**config.mk**
```make
export PLATFORM = sky130hd
export DESIGN_NAME = uart_tx
export DESIGN_NICKNAME = d
export VERILOG_FILES = /design/src/rtl/uart_tx.sv
export SDC_FILE = /design/constraint.sdc
export NUM_CORES = 1
export LEC_CHECK = 0
export ABC_AREA = 1
export ABC_CLOCK_PERIOD_IN_PS = 1000
export BUFFER_PORTS_ARGS = -buffer_cell sky130_fd_sc_hd__buf_2
export CAP_MARGIN = 20
export CORE_ASPECT_RATIO = 1.75
export CORE_MARGIN = 3
export CORE_UTILIZATION = 24
export DETAILED_ROUTE_END_ITERATION = 12
export GPL_ROUTABILITY_DRIVEN = 0
export SKIP_CTS_REPAIR_TIMING = 1
export SYNTH_ARGS = -nofsm -noshare
export SYNTH_HDL_FRONTEND = slang
export SYNTH_SLANG_ARGS = --single-unit
```
**constraint.sdc**
```tcl
create_clock -name clock -period 1 [get_ports clock]
set_input_delay 0.2 -clock clock [delete_from_list [all_inputs] [get_ports clock]]
set_output_delay 0.2 -clock clock [all_outputs]
set_load 0.02 [all_outputs]
```
**src/rtl/uart_tx.sv**
```systemverilog
// uart_tx: drains bytes from a FIFO read port and sends them LSB-first as 8N1 frames on tx_o.
// Latency: pop in the first IDLE cycle fifo_ready_i is high, FETCH next cycle, start bit the cycle after.
// Backpressure: pops only from IDLE with fifo_ready_i high, one byte per frame; never underflows the FIFO.
//
// Ports:
//   clock, reset        sole clock; asynchronous active-high reset
//   fifo_read_o         one-cycle pop request (FIFO read_i)
//   fifo_data_i         head-of-FIFO data, latched in FETCH (FIFO read_data_o)
//   fifo_ready_i        FIFO non-empty flag (FIFO read_ready_o)
//   tx_o                serial line, idles high
//   busy_o              high from FETCH until the end of the stop bit
//
// Optional feature: define UART_TX_PARITY_EN to insert an even-parity bit between data and stop.

module uart_tx #(
  parameter int DATA_BITS = 8,
  parameter int CLOCK_DIV = 4
) (
  input  logic                 clock,
  input  logic                 reset,
  output logic                 fifo_read_o,
  input  logic [DATA_BITS-1:0] fifo_data_i,
  input  logic                 fifo_ready_i,
  output logic                 tx_o,
  output logic                 busy_o
);

  localparam int BAUD_W = $clog2(CLOCK_DIV);
  localparam int BIT_W  = $clog2(DATA_BITS) + 1;

  localparam logic [BAUD_W-1:0] BAUD_MAX = BAUD_W'(CLOCK_DIV - 1);
  localparam logic [BAUD_W-1:0] BAUD_ONE = BAUD_W'(1);
  localparam logic [BIT_W-1:0]  BIT_LAST = BIT_W'(DATA_BITS - 1);
  localparam logic [BIT_W-1:0]  BIT_ONE  = BIT_W'(1);

`ifdef UART_TX_PARITY_EN
  typedef enum logic [2:0] {IDLE, FETCH, START, DATA, PARITY, STOP} state_t;
`else
  typedef enum logic [2:0] {IDLE, FETCH, START, DATA, STOP} state_t;
`endif

  state_t               state_q, state_d;
  logic [DATA_BITS-1:0] shift_q, shift_d;
  logic [BAUD_W-1:0]    baud_q,  baud_d;
  logic [BIT_W-1:0]     bit_q,   bit_d;
`ifdef UART_TX_PARITY_EN
  logic                 par_q,   par_d;
`endif

  logic baud_done;
  assign baud_done = (baud_q == '0);

  // State register
  always_ff @(posedge clock or posedge reset) begin
    if (reset) begin
      state_q <= IDLE;
      shift_q <= '0;
      baud_q  <= '0;
      bit_q   <= '0;
`ifdef UART_TX_PARITY_EN
      par_q   <= 1'b0;
`endif
    end else begin
      state_q <= state_d;
      shift_q <= shift_d;
      baud_q  <= baud_d;
      bit_q   <= bit_d;
`ifdef UART_TX_PARITY_EN
      par_q   <= par_d;
`endif
    end
  end

  // Next state and datapath
  always_comb begin
    state_d = state_q;
    shift_d = shift_q;
    baud_d  = baud_q;
    bit_d   = bit_q;
`ifdef UART_TX_PARITY_EN
    par_d   = par_q;
`endif
    case (state_q)
      IDLE: begin
        if (fifo_ready_i) state_d = FETCH;
      end
      FETCH: begin
        // Data is captured here once; later changes on fifo_data_i are ignored.
        shift_d = fifo_data_i;
        bit_d   = '0;
        baud_d  = BAUD_MAX;
`ifdef UART_TX_PARITY_EN
        // Parity is taken from the unshifted byte since the shift register is consumed.
        par_d   = ^fifo_data_i;
`endif
        state_d = START;
      end
      START: begin
        if (baud_done) begin
          baud_d  = BAUD_MAX;
          state_d = DATA;
        end else begin
          baud_d = baud_q - BAUD_ONE;
        end
      end
      DATA: begin
        if (baud_done) begin
          baud_d  = BAUD_MAX;
          shift_d = shift_q >> 1;
          bit_d   = bit_q + BIT_ONE;
          if (bit_q == BIT_LAST) begin
`ifdef UART_TX_PARITY_EN
            state_d = PARITY;
`else
            state_d = STOP;
`endif
          end
        end else begin
          baud_d = baud_q - BAUD_ONE;
        end
      end
`ifdef UART_TX_PARITY_EN
      PARITY: begin
        if (baud_done) begin
          baud_d  = BAUD_MAX;
          state_d = STOP;
        end else begin
          baud_d = baud_q - BAUD_ONE;
        end
      end
`endif
      STOP: begin
        if (baud_done) begin
          baud_d  = BAUD_MAX;
          state_d = IDLE;
        end else begin
          baud_d = baud_q - BAUD_ONE;
        end
      end
      default: state_d = IDLE;
    endcase
  end

  // Outputs
  always_comb begin
    tx_o        = 1'b1;
    fifo_read_o = 1'b0;
    busy_o      = (state_q != IDLE);
    case (state_q)
      // Gated by reset so a pending ready flag cannot pop a byte while held in reset.
      IDLE:   fifo_read_o = fifo_ready_i & ~reset;
      START:  tx_o = 1'b0;
      DATA:   tx_o = shift_q[0];
`ifdef UART_TX_PARITY_EN
      PARITY: tx_o = par_q;
`endif
      default: tx_o = 1'b1;
    endcase
  end

endmodule

```
# ---- Word-level counts from Yosys, hierarchy flattened
# Cells that the tools add are included.
dict set report classes {
  n_addsub 2
  n_mul 0
  div_mod_pow 0
  n_lt_le_gt_ge 0
  eq_ne 10
  shift 0
  n_mux 14
  bitwise 2
  n_reduce_logical 8
}
# operator n
set op_table {}
lappend op_table {{one-hot mux 8 bit (2 select lines)} 1}
lappend op_table {{2-to-1 mux 3 bit} 5}
lappend op_table {{one-hot mux 3 bit (5 select lines)} 1}
lappend op_table {{inequality test 2 bit (second input constant)} 5}
lappend op_table {{2-to-1 mux 8 bit} 1}
lappend op_table {{one-hot mux 4 bit (2 select lines)} 1}
lappend op_table {{== test 3 x 2 -> 1 bit (second input constant)} 2}
lappend op_table {{AND reduction 5 bit} 1}
lappend op_table {{adder 4 x 1 -> 4 bit (second input constant)} 1}
lappend op_table {{== test 4 x 3 -> 1 bit (second input constant)} 1}
lappend op_table {{2-to-1 mux 4 bit} 1}
lappend op_table {{one-hot mux 2 bit (2 select lines)} 1}
lappend op_table {{nonzero test 2 bit} 2}
lappend op_table {{== test 3 x 1 -> 1 bit (second input constant)} 1}
lappend op_table {{== test 3 bit (second input constant)} 1}
lappend op_table {{zero test 3 bit} 1}
lappend op_table {{nonzero test 3 bit} 1}
lappend op_table {{OR reduction 3 bit} 1}
lappend op_table {{zero test 2 bit} 1}
lappend op_table {{2-to-1 mux 2 bit} 1}
lappend op_table {{one-hot mux 1 bit (2 select lines)} 1}
lappend op_table {{AND reduction 2 bit} 1}
lappend op_table {{subtractor 2 x 1 -> 2 bit (second input constant)} 1}
lappend op_table {{bitwise AND 1 bit} 1}
lappend op_table {{other kinds (2)} 2}
dict set report totals {
  regBits 17
  latchBits 0
  ram_bits 0
  romBits 0
  in_bits 11
  word_cells 40
  mem_count 0
}

# ---- Logic depth before layout (Yosys ltp)
dict set report logic_depth {
  word_depth 4
  mapped_depth 10
  ltp_nobuf 8
}

# ---- Least setup slack after synthesis
# No wires, ideal clock.
dict set report synth_timing {
  path_type {reg-to-output}
  from {reg state_q[2]}
  to {out fifo_read_o}
  t_arrival_ns 1.357
  t_required_ns 0.800
  slack_ns -0.557
  stages_incl_launch_ff 4
  n_path_buf 0
  path_cell_list {dfrtp_1 > nor2_1 > nand2_1 > nor3_1}
}
dict set report synth_via {
  elab_chain_len 2
}
# element line_no
set synth_lines {}
lappend synth_lines {{from (decl)} 42} ;# state_t state_q, state_d;
lappend synth_lines {{from (signal assigned)} 64} ;# state_q <= state_d;
lappend synth_lines {{zero test 3 bit} 149} ;# case (state_q)
lappend synth_lines {{2-to-1 mux 1 bit} 149}
lappend synth_lines {{to (decl)} 21} ;# output logic fifo_read_o,
# No other way between the ends.

# ---- Final worst setup path
# Ends and elaborated chain as after synthesis.

==> results.yml <==
synth:
  ys_ff_latch: 17
  synth_area_um2: 991
  synthCells: 123
  ys_types: 24
  synth.avg_cell_area_um2: 8.06
  ys_warn_count: 0
  seq_area_frac_synth_pct: 42.9
  syn_nets: 136
power:
  p_int_mw: 2.80
  ir_drop_mv: 1.37
  combPwrFrac_pct: 63.5
  power_density_mw_per_mm2: 3270
  seqPwrFrac_pct: 25.8
  power_leakage_nw: 0.809
  clkPwrFrac_pct: 10.7
  p_switching_mw: 2.16
  p_sw_share_pct: 43.5
critical_path:
  ff2ff_path_depth: 7
  path_cells: "nor2_4, nand2_4, nor3_4, buf_6"
  path_class: "reg -> out"
  path_delay_family: "flip-flops"
  reg2reg_from: "state_q[0]"
  cp-start-kind: "register"
  slowest_delay_ns: 0.48
  cp_num_buf_inv: 1
  worstPathArrival_ns: 1.21
  cp_max_fo: 6
  r2r_end: "shift_q[5]"
  endpoint_kind: "output pin"
  r2r_slack_ns: -0.34
  crit_slowest_cell: "dfrtp_2"
  cp.required_ns: 0.80
worst_hold_path:
  whs_path_depth: 3
  holdCritStartpoint: "fifo_data_i[7]"
  whs_endpoint: "shift_q[7]"
  min_path_type: "in -> reg"
floorplan:
  pin_count: 14
  initial_core_util_pct: 25.1
  die_area_mm2: 0.00497
  die_w_um: 54.6
  coreArea_mm2: 0.00394
  die_y_um: 91.0
  std_cell_rows: 30
cts:
  clk-insertion-delay-late_ns: 0.26
  cts-buffers-inserted: 3
  clockRootBuffer: "clkbuf_8"
  cts.clk_slew.worst_paths_ns: 0.07
  cts_tree: "done"
  cts_buffer_depth: 2
  clock-sinks: 17
  htree_levels: 1
timing:
  setup-tns-final_ns: -5.71
  finalHoldViolations: 0
  tightest_slew_ns: 0.237
  max_freq_mhz: 707
  worst_slack_ns: -0.414
  slew_headroom_pct: 84.2
  grt_setup_unrepaired: "true"
  drv_slew: 0
  post-route-period-util_pct: 141
  finalClockSkew_ns: 0.00178
  layout_min_cycle_time_ns: 1.41
  setup_violations: 20
placement:
  placed_cell_area_mm2: 0.00129
  hpwl_mm: 1.73
  numPortBuffers: 13
route:
  drt_wl_total_mm: 2.35
  postRouteAntennaNets: 0
  wl_per_cell_um: 10.9
  drcViolationCount: 0
  wl_met1_um: 902
  vias: 929
  viasPerCell: 4.30
  route.met2.wl_mm: 1.31
  drt_pass1_iterations: 4
  wl_met3_um: 72
  top_layer: "met4"
  initialDrtViolationCount: 13
final_layout:
  area_growth_pct: 53.0
  layout-drive-gt1-share_pct: 52.4
  num_antenna_cells: 0
  fin_nets: 182
  filler_cell_count: 405
  post-route-cell-area_mm2: 0.00152
global_routing:
  antenna_found_initial: 0
  grt_pass1_vias: 877
  grt_pass1_wl_mm: 3.74
  grt-ovfl-total: 0
  grt_start_max_net_pins: 18
  track_usage_pct: 10.1
outcome:
  violations: "setup timing"
  status: "finished with violations"
flow_run:
  maxCapViolations: 0
## per-stage QoR
step / hold slack, ns / setup slack, ns / total power [mW] / util [%] / cells
after CTS: -0.0213 / -0.478 / 4.24 / 33.9 / 206
after detailed placement: 0.261 / -0.306 / 3.69 / 32.7 / 202
final: 0.150 / -0.414 / 4.96 / 38.5 / 216
after global routing: 0.150 / -0.473 / 5.37 / 38.5 / 216
after floorplan: 0.126 / -0.161 / 2.97 / - / 123
after global placement: 0.255 / -0.262 / 3.65 / 32.7 / 202
## how the worst max path moves through the flow
stage | from | end | slack, ns | cells after the start
after floorplan | state_q[2] | fifo_read_o | -0.16 | 3
after detailed placement | state_q[1] | baud_q[0] | -0.31 | 4
after global routing | state_q[2] | fifo_read_o | -0.47 | 4
after CTS | state_q[2] | fifo_read_o | -0.48 | 4
final | state_q[2] | fifo_read_o | -0.41 | 4
after global placement | state_q[1] | baud_q[0] | -0.26 | 4
## kinds of logic (layout without fill, tap and decap cells)
kind of cell	Yosys count	in the layout	share of synthesized area, %
DFF	17	17	42.9
and+or+nand+nor	67	67	30.9
AOI/OAI and AO/OA	16	16	12.4
adders and majority gates	2	2	2.52
xor gates and xnor gates	1	1	0.884
buffers and inverters	20	65	10.4
## layout make-up
class,count,area (µm²),area share [%]
multi-input combinational,86,577,38.0
sequential,17,429,28.3
timing repair buffer,44,335,22.1
clock buffer,3,41.3,2.72
tap,48,60.1,3.96
clock inverter,1,5.00,0.330
inverter,17,68.8,4.54
## layer usage
layer  vias up  track usage (%)
li1        483                -
met1       425             10.4
met2        14             17.7
met3         7             2.46
met4         0             4.99
met5         -                0
## worst register-to-register path, stage by stage (launching register included)
cell	delay, ns
dfrtp_2	0.44
buf_4	0.14
inv_2	0.04
buf_4	0.13
nor3_4	0.22
buf_6	0.15
o21ai_2	0.05
a21oi_2	0.11
## cells in the final DEF (no fill, tap or decap), drive strengths merged, types with 3 or more instances in the layout
cell type,Yosys,final
nand2,46,46
buf,3,43
dfrtp,17,17
inv,17,17
nand3,10,10
nor2,8,8
o21ai,8,8
o211ai,3,3
a21oi,3,3
clkbuf,0,3
## flip-flops by register name, indices dropped and copies added (netlist names)
name,count
shift_q,8
state_q,3
bit_q,4
baud_q,2
## power by group through the flow
stage               clock [mW]  combinational [mW]  sequential (mW)
floorplan                    0                1.76             1.21
global placement             0                2.38             1.27
detailed placement           0                2.41             1.27
CTS                      0.550                2.43             1.26
global route             0.595                3.45             1.32
finish                   0.531                3.15             1.28
## synthesized netlist by cell type (all sizes together)
master | instances | area share, %
a21oi | 3 | 2.7
inv | 17 | 6.4
buf | 3 | 3.9
nand3 | 10 | 5.1
a22oi | 1 | 0.76
nor2 | 8 | 4.3
nor3 | 2 | 1.5
xor2 | 1 | 0.88
dfrtp | 17 | 43
o211ai | 3 | 3.8
o21ai | 8 | 4.4
a21o | 1 | 0.76
ha | 2 | 2.5
nand2 | 46 | 19
nand4 | 1 | 0.63
Note: power is estimated with default switching activity, not from simulation.
